**src/rtl/regfile_operand_read.sv**
```systemverilog
// Operand-read stage in front of the duplex register-file SRAM.
// It drives the SRAM read ports, merges writeback bypass into the returned data, and holds operands until handed off.
module regfile_operand_read #(
    parameter int N_SRC   = 2,
    parameter int W_PORTS = 2,
    parameter int WIDTH   = 32,
    parameter int DEPTH   = 32,
    parameter int TAG_W   = 6,
    localparam int AW     = $clog2(DEPTH)
) (
    input  logic                             i_clk,
    input  logic                             i_rst,
    input  logic                             i_flush,
    input  logic                             i_in_valid,
    output logic                             o_in_ready,
    input  logic [TAG_W-1:0]                 i_in_tag,
    input  logic [N_SRC-1:0]                 i_in_rs_e,
    input  logic [N_SRC-1:0][AW-1:0]         i_in_rs_addr,
    output logic [N_SRC-1:0]                 o_rf_r_e,
    output logic [N_SRC-1:0][AW-1:0]         o_rf_r_addr,
    input  logic [N_SRC-1:0][WIDTH-1:0]      i_rf_r_data,
    input  logic [W_PORTS-1:0]               i_wb_e,
    input  logic [W_PORTS-1:0][AW-1:0]       i_wb_addr,
    input  logic [W_PORTS-1:0][WIDTH-1:0]    i_wb_data,
    output logic                             o_out_valid,
    input  logic                             i_out_ready,
    output logic [TAG_W-1:0]                 o_out_tag,
    output logic [N_SRC-1:0][WIDTH-1:0]      o_out_data
);

    logic                         r_hold_v;
    logic [TAG_W-1:0]             r_tag;
    logic [N_SRC-1:0][AW-1:0]     r_addr;
    logic [N_SRC-1:0]             r_en;
    logic [N_SRC-1:0]             r_byp_v;
    logic [N_SRC-1:0][WIDTH-1:0]  r_byp_d;

    logic                         w_accept;
    logic                         w_leave;
    logic [N_SRC-1:0]             w_in_hit;
    logic [N_SRC-1:0][WIDTH-1:0]  w_in_dat;
    logic [N_SRC-1:0]             w_hold_hit;
    logic [N_SRC-1:0][WIDTH-1:0]  w_hold_dat;

    assign o_in_ready = !i_rst && !i_flush && (!r_hold_v || i_out_ready);
    assign w_accept   = i_in_valid && o_in_ready;
    assign w_leave    = r_hold_v && i_out_ready;

    assign o_rf_r_e    = w_accept ? i_in_rs_e : '0;
    assign o_rf_r_addr = i_in_rs_addr;

    // Scan ports high-to-low so the lowest matching port ends up winning, as in the SRAM.
    always_comb begin
        w_in_hit   = '0;
        w_in_dat   = '0;
        w_hold_hit = '0;
        w_hold_dat = '0;
        for (int s = 0; s < N_SRC; s++) begin
            for (int p = W_PORTS - 1; p >= 0; p--) begin
                if (i_wb_e[p] && i_wb_addr[p] == i_in_rs_addr[s] && i_in_rs_addr[s] != '0) begin
                    w_in_hit[s] = 1'b1;
                    w_in_dat[s] = i_wb_data[p];
                end
                if (i_wb_e[p] && i_wb_addr[p] == r_addr[s] && r_addr[s] != '0) begin
                    w_hold_hit[s] = 1'b1;
                    w_hold_dat[s] = i_wb_data[p];
                end
            end
        end
    end

    always_ff @(posedge i_clk or posedge i_rst) begin
        if (i_rst) begin
            r_hold_v <= 1'b0;
            r_tag    <= '0;
            r_addr   <= '0;
            r_en     <= '0;
            r_byp_v  <= '0;
            r_byp_d  <= '0;
        end else if (i_flush) begin
            r_hold_v <= 1'b0;
            r_byp_v  <= '0;
        end else if (w_accept) begin
            r_hold_v <= 1'b1;
            r_tag    <= i_in_tag;
            r_addr   <= i_in_rs_addr;
            r_en     <= i_in_rs_e;
            r_byp_v  <= w_in_hit;
            r_byp_d  <= w_in_dat;
        end else if (w_leave) begin
            r_hold_v <= 1'b0;
            r_byp_v  <= '0;
        end else if (r_hold_v) begin
            // Stalled: the SRAM output is frozen, so later writes must be tracked here.
            for (int s = 0; s < N_SRC; s++) begin
                if (w_hold_hit[s]) begin
                    r_byp_v[s] <= 1'b1;
                    r_byp_d[s] <= w_hold_dat[s];
                end
            end
        end
    end

    always_comb begin
        o_out_data = '0;
        for (int s = 0; s < N_SRC; s++) begin
            if (r_hold_v && r_en[s] && r_addr[s] != '0)
                o_out_data[s] = r_byp_v[s] ? r_byp_d[s] : i_rf_r_data[s];
        end
    end

    assign o_out_valid = r_hold_v;
    assign o_out_tag   = r_tag;

endmodule

```
**config.mk**
```make
export PLATFORM = sky130hd
export DESIGN_NAME = regfile_operand_read
export DESIGN_NICKNAME = d
export VERILOG_FILES = /design/src/rtl/regfile_operand_read.sv
export SDC_FILE = /design/constraint.sdc
export NUM_CORES = 1
export LEC_CHECK = 0
export CORE_ASPECT_RATIO = 1.5
export CORE_MARGIN = 2
export CORE_UTILIZATION = 45
export DETAILED_ROUTE_END_ITERATION = 7
export PLACE_DENSITY = 0.82
export SETUP_SLACK_MARGIN = 0.05
export SLEW_MARGIN = 5
export SYNTH_ARGS = -nofsm -noshare
export SYNTH_HDL_FRONTEND = slang
export SYNTH_SLANG_ARGS = --single-unit
```
**constraint.sdc**
```tcl
create_clock -name i_clk -period 3.35 [get_ports i_clk]
set_input_delay 0.335 -clock i_clk [delete_from_list [all_inputs] [get_ports i_clk]]
set_output_delay 0.335 -clock i_clk [all_outputs]
set_load 0.01 [all_outputs]
```
==> key figures, run 1 <==
Setup path
  – Max Fanout on Critical Path: 32
  – Critical path endpoint category: output port
  – CP arrival: approximately 2.6 ns
  – Worst Setup Start Kind: flop
  – Crit Path Category: reg -> out
  – Critical Path RT: 3.01 ns

Floorplan
  – IO Pins: roughly 250
  – Die X-Extent: around 100 um
  – Die footprint: ~0.015 mm^2
  – Starting density of the core: 45.60%
  – Die Y: 149.5 um
  – Row count: 53
  – Core Box Area: approximately 0.014 mm^2

CTS
  – Cts bufs inserted: 9
  – Postcts setup bufs: 0
  – Clock sink count: 85
  – CTS Buffer Depth: 2
  – Max H-tree Level: 3
  – Hold_buf cts: 0
  – CTS root buf: clkbuf_16
  – CTS tree: done
  – Worst-path clk slew: around 0.06 ns
  – Clock Latency Late Sink: approximately 0.35 ns
  – Post-CTS sizing: 0

Synth
  – Mapped cell area: ~0.0063 mm^2
  – Syn Nets: 863
  – Yosys reg bits: 85
  – Largest area contributor in the netlist: dfrtp_1
  – Number of synthesized flops with an enable pin: 0
  – Post-synth cell types: just over 50
  – Synth top area share: around 33%
  – Synth warn: 0
  – Avg Cell Area, Syn: approximately 9.1 um^2
  – Synth Instances: 700
  – Synth area leaders: dfrtp_1, mux2i_1, a221oi_1, mux2_4, nor2_1
  – Ys async rst share: between 90% and 100%
  – Sequential element share of the synthesized area: approximately a third
  – Top FF cell, synth: dfrtp_1

STA
  – Setup_tns: 0 ns
  – Final Cycle Share: a little under 90%
  – RSZ-0062 raised after global routing: false
  – Crit path time final: between 2 and 3 ns
  – Final Hold Violating Endpoints: 0
  – Skew final: 0.006270 ns
  – Relative slew slack: between 20 and 30%
  – Final setup vio count: 0
  – Maximum clock frequency: around 340 MHz
  – Worst slew pin tran: 1.072 ns
  – Slew Limit Fails: 0

Routing
  – Final ANT Viol Nets: 0
  – DR vias: ~6,300
  – Residual DRC: 0
  – DR pass1 iterations: 5
  – WL/cell: ~20 um
  – Via/cell ratio: 5.803
  – WL final: 21,350 um
  – First DRT Iteration DRCs: 287

Layout
  – Diode count: 0
  – Commonest non-fill, non-tap cells in the layout: clkdlybuf4s50_1, dfrtp_1, nor2_1, inv_1, mux2i_1
  – Share of cells above drive strength 1: a little over a tenth
  – Commonest non-fill, non-tap cell in the layout: clkdlybuf4s50_1
  – Fin util: between 60% and 70%
  – Area Overhead vs Synth: 44.20%
  – Number of nets in the layout: ~1,100
  – FILL cells: approximately 1,100

Flow run
  – Max-cap violations: 0

Placement
  – PortBufs: ~250
  – Detailed placement HPWL: ~16,000 um
  – GP Congestion: about 1

Global route
  – Gr ovfl total: 0
  – Antenna violations before repair: 0
  – Vias in the first global route: approximately 6,400
  – Total track usage: around 28%
  – First-pass GRT wire length: ~33,000 um
  – Pin count of the biggest net entering global routing: 49

Min path
  – HP Class: in -> async

Outcome
  – Status: finished clean

Power and ir drop
  – Power Density: ~340 mW/mm^2
  – Maximum vdd drop: approximately 0.21 mV
  – Leak: approximately 4 nW
==> kinds of logic (layout without fill, tap and decap cells) <==
group / after synthesis / after routing / share of synthesized area (%)
DFF: 85 / 85 / 33.50
buffers and inverters: 143 / 356 / 10.80
and+or+nand+nor: 180 / 180 / 12.89
xor gates and xnor gates: 40 / 40 / 5.517
AOI/OAI and AO/OA: 152 / 152 / 19.03
muxes: 100 / 100 / 18.27
==> critical path: stages, from the launching register on <==
cell and delay (ns):
dfrtp_1 0.44, or4_4 0.57, o211ai_1 0.21, buf_4 0.41, nor2_1 0.10, clkdlybuf4s50_1 0.49
==> sequential cells by signal, indices dropped and copies added, names as in the netlist <==
name	count
r_en	2
r_byp_d	64
o_out_valid	1
r_addr	10
r_byp_v	2
o_out_tag	6
==> cell usage after synthesis (10+ instances only) <==
cell type / count
dfrtp_1: 85
nor2_1: 70
inv_1: 69
mux2i_1: 65
a221oi_1: 62
nand2_1: 47
nand3_1: 34
o22ai_1: 32
clkbuf_1: 31
o31ai_1: 31
mux2_4: 30
xnor2_1: 29
buf_1: 12
buf_4: 11
xor2_1: 11
buf_2: 10
==> area by class of cell <==
class,instances,area [um^2],share of cell area [%]
Timing Repair Buffer,271,2675,29.22
Multi-Input combinational cell,472,3581,39.11
Sequential cell,85,2130,23.26
Inverter,69,261.5,2.856
Clock inverter,5,60.06,0.6559
Tap cell,165,206.4,2.255
Clock buffer,11,242.7,2.651
==> final timing paths <==
check	cells after the start	end	start	slack (ns)
setup / recovery	5	o_out_data[1]	r_addr[3]$_DFFE_PP0P_	0.44
hold / removal	2	r_addr[9]$_DFFE_PP0P_	i_rst	0.46
setup reg to reg	7	r_byp_d[28]$_DFFE_PP0P_	r_addr[3]$_DFFE_PP0P_	0.65
hold reg to reg	2	o_out_tag[3]$_DFFE_PP0P_	o_out_tag[3]$_DFFE_PP0P_	0.48
max in group asynchronous	3	r_byp_d[45]$_DFFE_PP0P_	i_rst	2.23
min in group i_clk	2	o_out_tag[3]$_DFFE_PP0P_	o_out_tag[3]$_DFFE_PP0P_	0.48
==> per-stage QoR <==
| stage | cells | hold slack (ns) | setup slack, ns | power [mW] | cell area [um^2] |
|---|---|---|---|---|---|
| 2_1_floorplan | 700 | 0.4404 | 0.8215 | 1.721 | 6350 |
| 3_3_place_gp | 1062 | 0.4604 | 0.5168 | 2.125 | 8853 |
| 3_5_place_dp | 1062 | 0.4620 | 0.4296 | 2.144 | 8853 |
| 4_1_cts | 1078 | 0.4801 | 0.4529 | 3.169 | 9156 |
| 5_1_grt | 1078 | 0.4960 | 0.3689 | 3.298 | 9156 |
| 6_report | 1078 | 0.4635 | 0.4361 | 3.156 | 9156 |
==> routing by layer <==
metal / up-vias / wire, um / GRT usage, % / part of all wire [%]
li1: 2930 / - / - / -
met1: 3002 / 8196 / 33.51 / 38
met2: 271 / 10950 / 49.33 / 51
met3: 53 / 1331 / 4.764 / 6.2
met4: 0 / 878 / 14.53 / 4.1
met5: - / 0 / 0 / 0
==> power breakdown <==
part	switching, mW	leakage [nW]	internal, mW
clock	0.429	0.134	0.598
combinational	0.363	2.76	0.494
sequential	0.146	1.14	1.13
(Power assumes the default switching activity.)
==> run 2, diff against run 1 <==
==> constraint.sdc (replaced) <==
create_clock -name i_clk -period 2.8 [get_ports i_clk]
set_input_delay 0.28 -clock i_clk [delete_from_list [all_inputs] [get_ports i_clk]]
set_output_delay 0.28 -clock i_clk [all_outputs]
set_load 0.01 [all_outputs]
==> run 2 against run 1 <==
Effect of this change:
- highest routed layer unchanged
- sequential cell count unchanged
- die area unchanged
- clock-buffer cell count decreased by 2
- combinational power increased by 30%
- worst hold slack got worse by 0.17 ns
- global-route usage increased by 1.1 points
- largest power group unchanged
- sequential power increased by 18%
==> key figures, run 2 (synthesis gave the netlist of run 1 again) <==
Layout
  – Fin cells: between 1,000 and 1,500
  – Number of nets in the layout: 1,096
  – Max reg flops: 64
  – Commonest non-fill, non-tap cell in the layout: clkdlybuf4s50_1
  – Diode count: 0
  – Share of cells above drive strength 1: between 10% and 20%
  – Largest Register: r_byp_d
  – Area Overhead vs Synth: 49.60%
  – Commonest non-fill, non-tap cells in the layout: clkdlybuf4s50_1, dfrtp_1, nor2_1, inv_1, mux2i_1

Setup path
  – Critical path endpoint category: output port
  – Max Fanout on Critical Path: 14
  – CP endpoint: o_out_data[43]
  – Worst Setup Start Kind: flop
  – FF-to-FF path depth: 6
  – End of the worst register-to-register path: r_byp_d[1]$_DFFE_PP0P_
  – Critical Path RT: between 2 and 3 ns
  – CP arrival: 2.43 ns
  – CP startpoint: r_addr[5]$_DFFE_PP0P_
  – Reg-to-reg critical path startpoint: r_addr[3]$_DFFE_PP0P_
  – Crit Path Category: reg -> out
  – R2r setup slk: 0.22 ns

Global route
  – First-pass GRT wire length: between 30,000 and 40,000 um
  – Total track usage: just under 30%
  – Pin count of the biggest net entering global routing: 90
  – Vias in the first global route: 6,557
  – Gr ovfl total: 0
  – Antenna violations before repair: 0

Routing
  – DR vias: about 6,400
  – WL final: roughly 23,000 um
  – WL/cell: between 20 and 25 um
  – Residual DRC: 0
  – Via/cell ratio: between 5 and 6
  – DR pass1 iterations: 5
  – First DRT Iteration DRCs: approximately 440
  – Final ANT Viol Nets: 0

STA
  – Maximum clock frequency: between 300 and 400 MHz
  – Skew final: ~0.0085 ns
  – Relative slew slack: about a third
  – RSZ-0062 raised after global routing: true
  – Final setup vio count: 0
  – Worst slew pin tran: between 1 and 1.5 ns
  – Final Cycle Share: 96.96%
  – Final Hold Violating Endpoints: 0
  – Crit path time final: approximately 2.7 ns
  – Hold slack: slightly below 0.3 ns
  – Slew Limit Fails: 0

Power and ir drop
  – Maximum vdd drop: 0.2881 mV
  – Power Density: slightly above 400 mW/mm^2
  – Leak: between 4 and 5 nW

Floorplan
  – Core Box Area: ~0.014 mm^2
  – Die Y: ~150 um
  – Row count: between 50 and 60
  – Die footprint: between 0.015 and 0.02 mm^2
  – Starting density of the core: approximately 46%
  – Die X-Extent: slightly above 100 um
  – IO Pins: between 200 and 250

CTS
  – Clock Latency Late Sink: approximately 0.34 ns
  – Max H-tree Level: 3
  – Cts bufs inserted: 9
  – Hold_buf cts: 0
  – Worst-path clk slew: around 0.070 ns
  – CTS tree: done
  – CTS Buffer Depth: 2
  – Clock sink count: 85
  – CTS root buf: clkbuf_16

Placement
  – GP Congestion: between 0.9 and 1
  – Placed Cells: approximately 1,100
  – Detailed placement HPWL: ~16,000 um
  – PortBufs: between 200 and 250

Min path
  – HP Class: in -> async

Flow run
  – Max-cap violations: 0

Outcome
  – Status: finished clean
[run 2: cell types whose count changed in the layout (fill, tap and decap cells not counted), moves of 2 or more]
cell,delta
buf_6,+2
dlymetal6s2s_1,+8
dfrtp_2,+2
buf_4,+12
clkdlybuf4s50_1,-8
dfrtp_1,-2
buf_12,+7
[run 2: worst max-delay path, cell delays in order, from the launching register on]
cell	delay, ns
dfrtp_2	0.44
or4_4	0.56
o211ai_1	0.19
buf_4	0.16
buf_6	0.17
nor2_1	0.07
clkdlybuf4s50_1	0.48
[run 2: routing by layer]
| metal | part of all wire, % | track usage [%] |
|---|---|---|
| met5 | 0 | 0 |
| met2 | 52 | 51.53 |
| met1 | 38 | 35.13 |
| met3 | 6.8 | 5.792 |
| met4 | 3.2 | 12.43 |
[run 2: report_power, final]
| group | switching, mW | internal, mW |
|---|---|---|
| Sequential | 0.153 | 1.35 |
| Clock | 0.547 | 0.695 |
| Combinational | 0.476 | 0.633 |
[run 2: final cells by class]
| cell class | instances | area [um^2] |
|---|---|---|
| Clock buffer | 9 | 225.2 |
| Multi-Input combinational cell | 474 | 3611 |
| Inverter | 69 | 261.5 |
| Sequential cell | 85 | 2132 |
| Tap cell | 165 | 206.4 |
| Fill cell | 1112 | 4427 |
| Timing Repair Buffer | 294 | 2988 |
| Clock inverter | 7 | 75.07 |
[run 2: how the worst min path moves through the flow]
stage / endpoint / startpoint / slack, ns / depth (start not counted)
4_1_cts: r_addr[7]$_DFFE_PP0P_ / i_rst / 0.30 / 2
5_1_grt: r_addr[7]$_DFFE_PP0P_ / i_rst / 0.32 / 2
3_3_place_gp: o_out_tag[2]$_DFFE_PP0P_ / o_out_tag[2]$_DFFE_PP0P_ / 0.46 / 2
3_5_place_dp: o_out_tag[5]$_DFFE_PP0P_ / o_out_tag[5]$_DFFE_PP0P_ / 0.47 / 2
6_report: r_addr[7]$_DFFE_PP0P_ / i_rst / 0.30 / 2
2_1_floorplan: o_out_tag[0]$_DFFE_PP0P_ / i_in_tag[0] / 0.39 / 2
[run 2: stage by stage]
| step | worst slack, ns | utilization [%] | cell area (um^2) | TNS [ns] | power [mW] |
|---|---|---|---|---|---|
| CTS | 0.02538 | 67.46 | 9394 | 0 | 3.846 |
| global route | 0.004995 | 68.21 | 9499 | 0 | 4.014 |
| floorplan | 0.3265 | - | 6350 | 0 | 2.059 |
| global placement | -0.01009 | 65.09 | 9064 | -0.02140 | 2.577 |
| detailed placement | -0.09992 | 65.09 | 9064 | -1.539 | 2.612 |
| finish | 0.08519 | 68.21 | 9499 | 0 | 3.853 |
[run 2: repair_timing]
item,4_1_cts,5_1_grt
pin swaps,3,3
resized for setup,1,15
gates cloned,2,1
buffers inserted,0,4
setup endpoints to repair,56,49
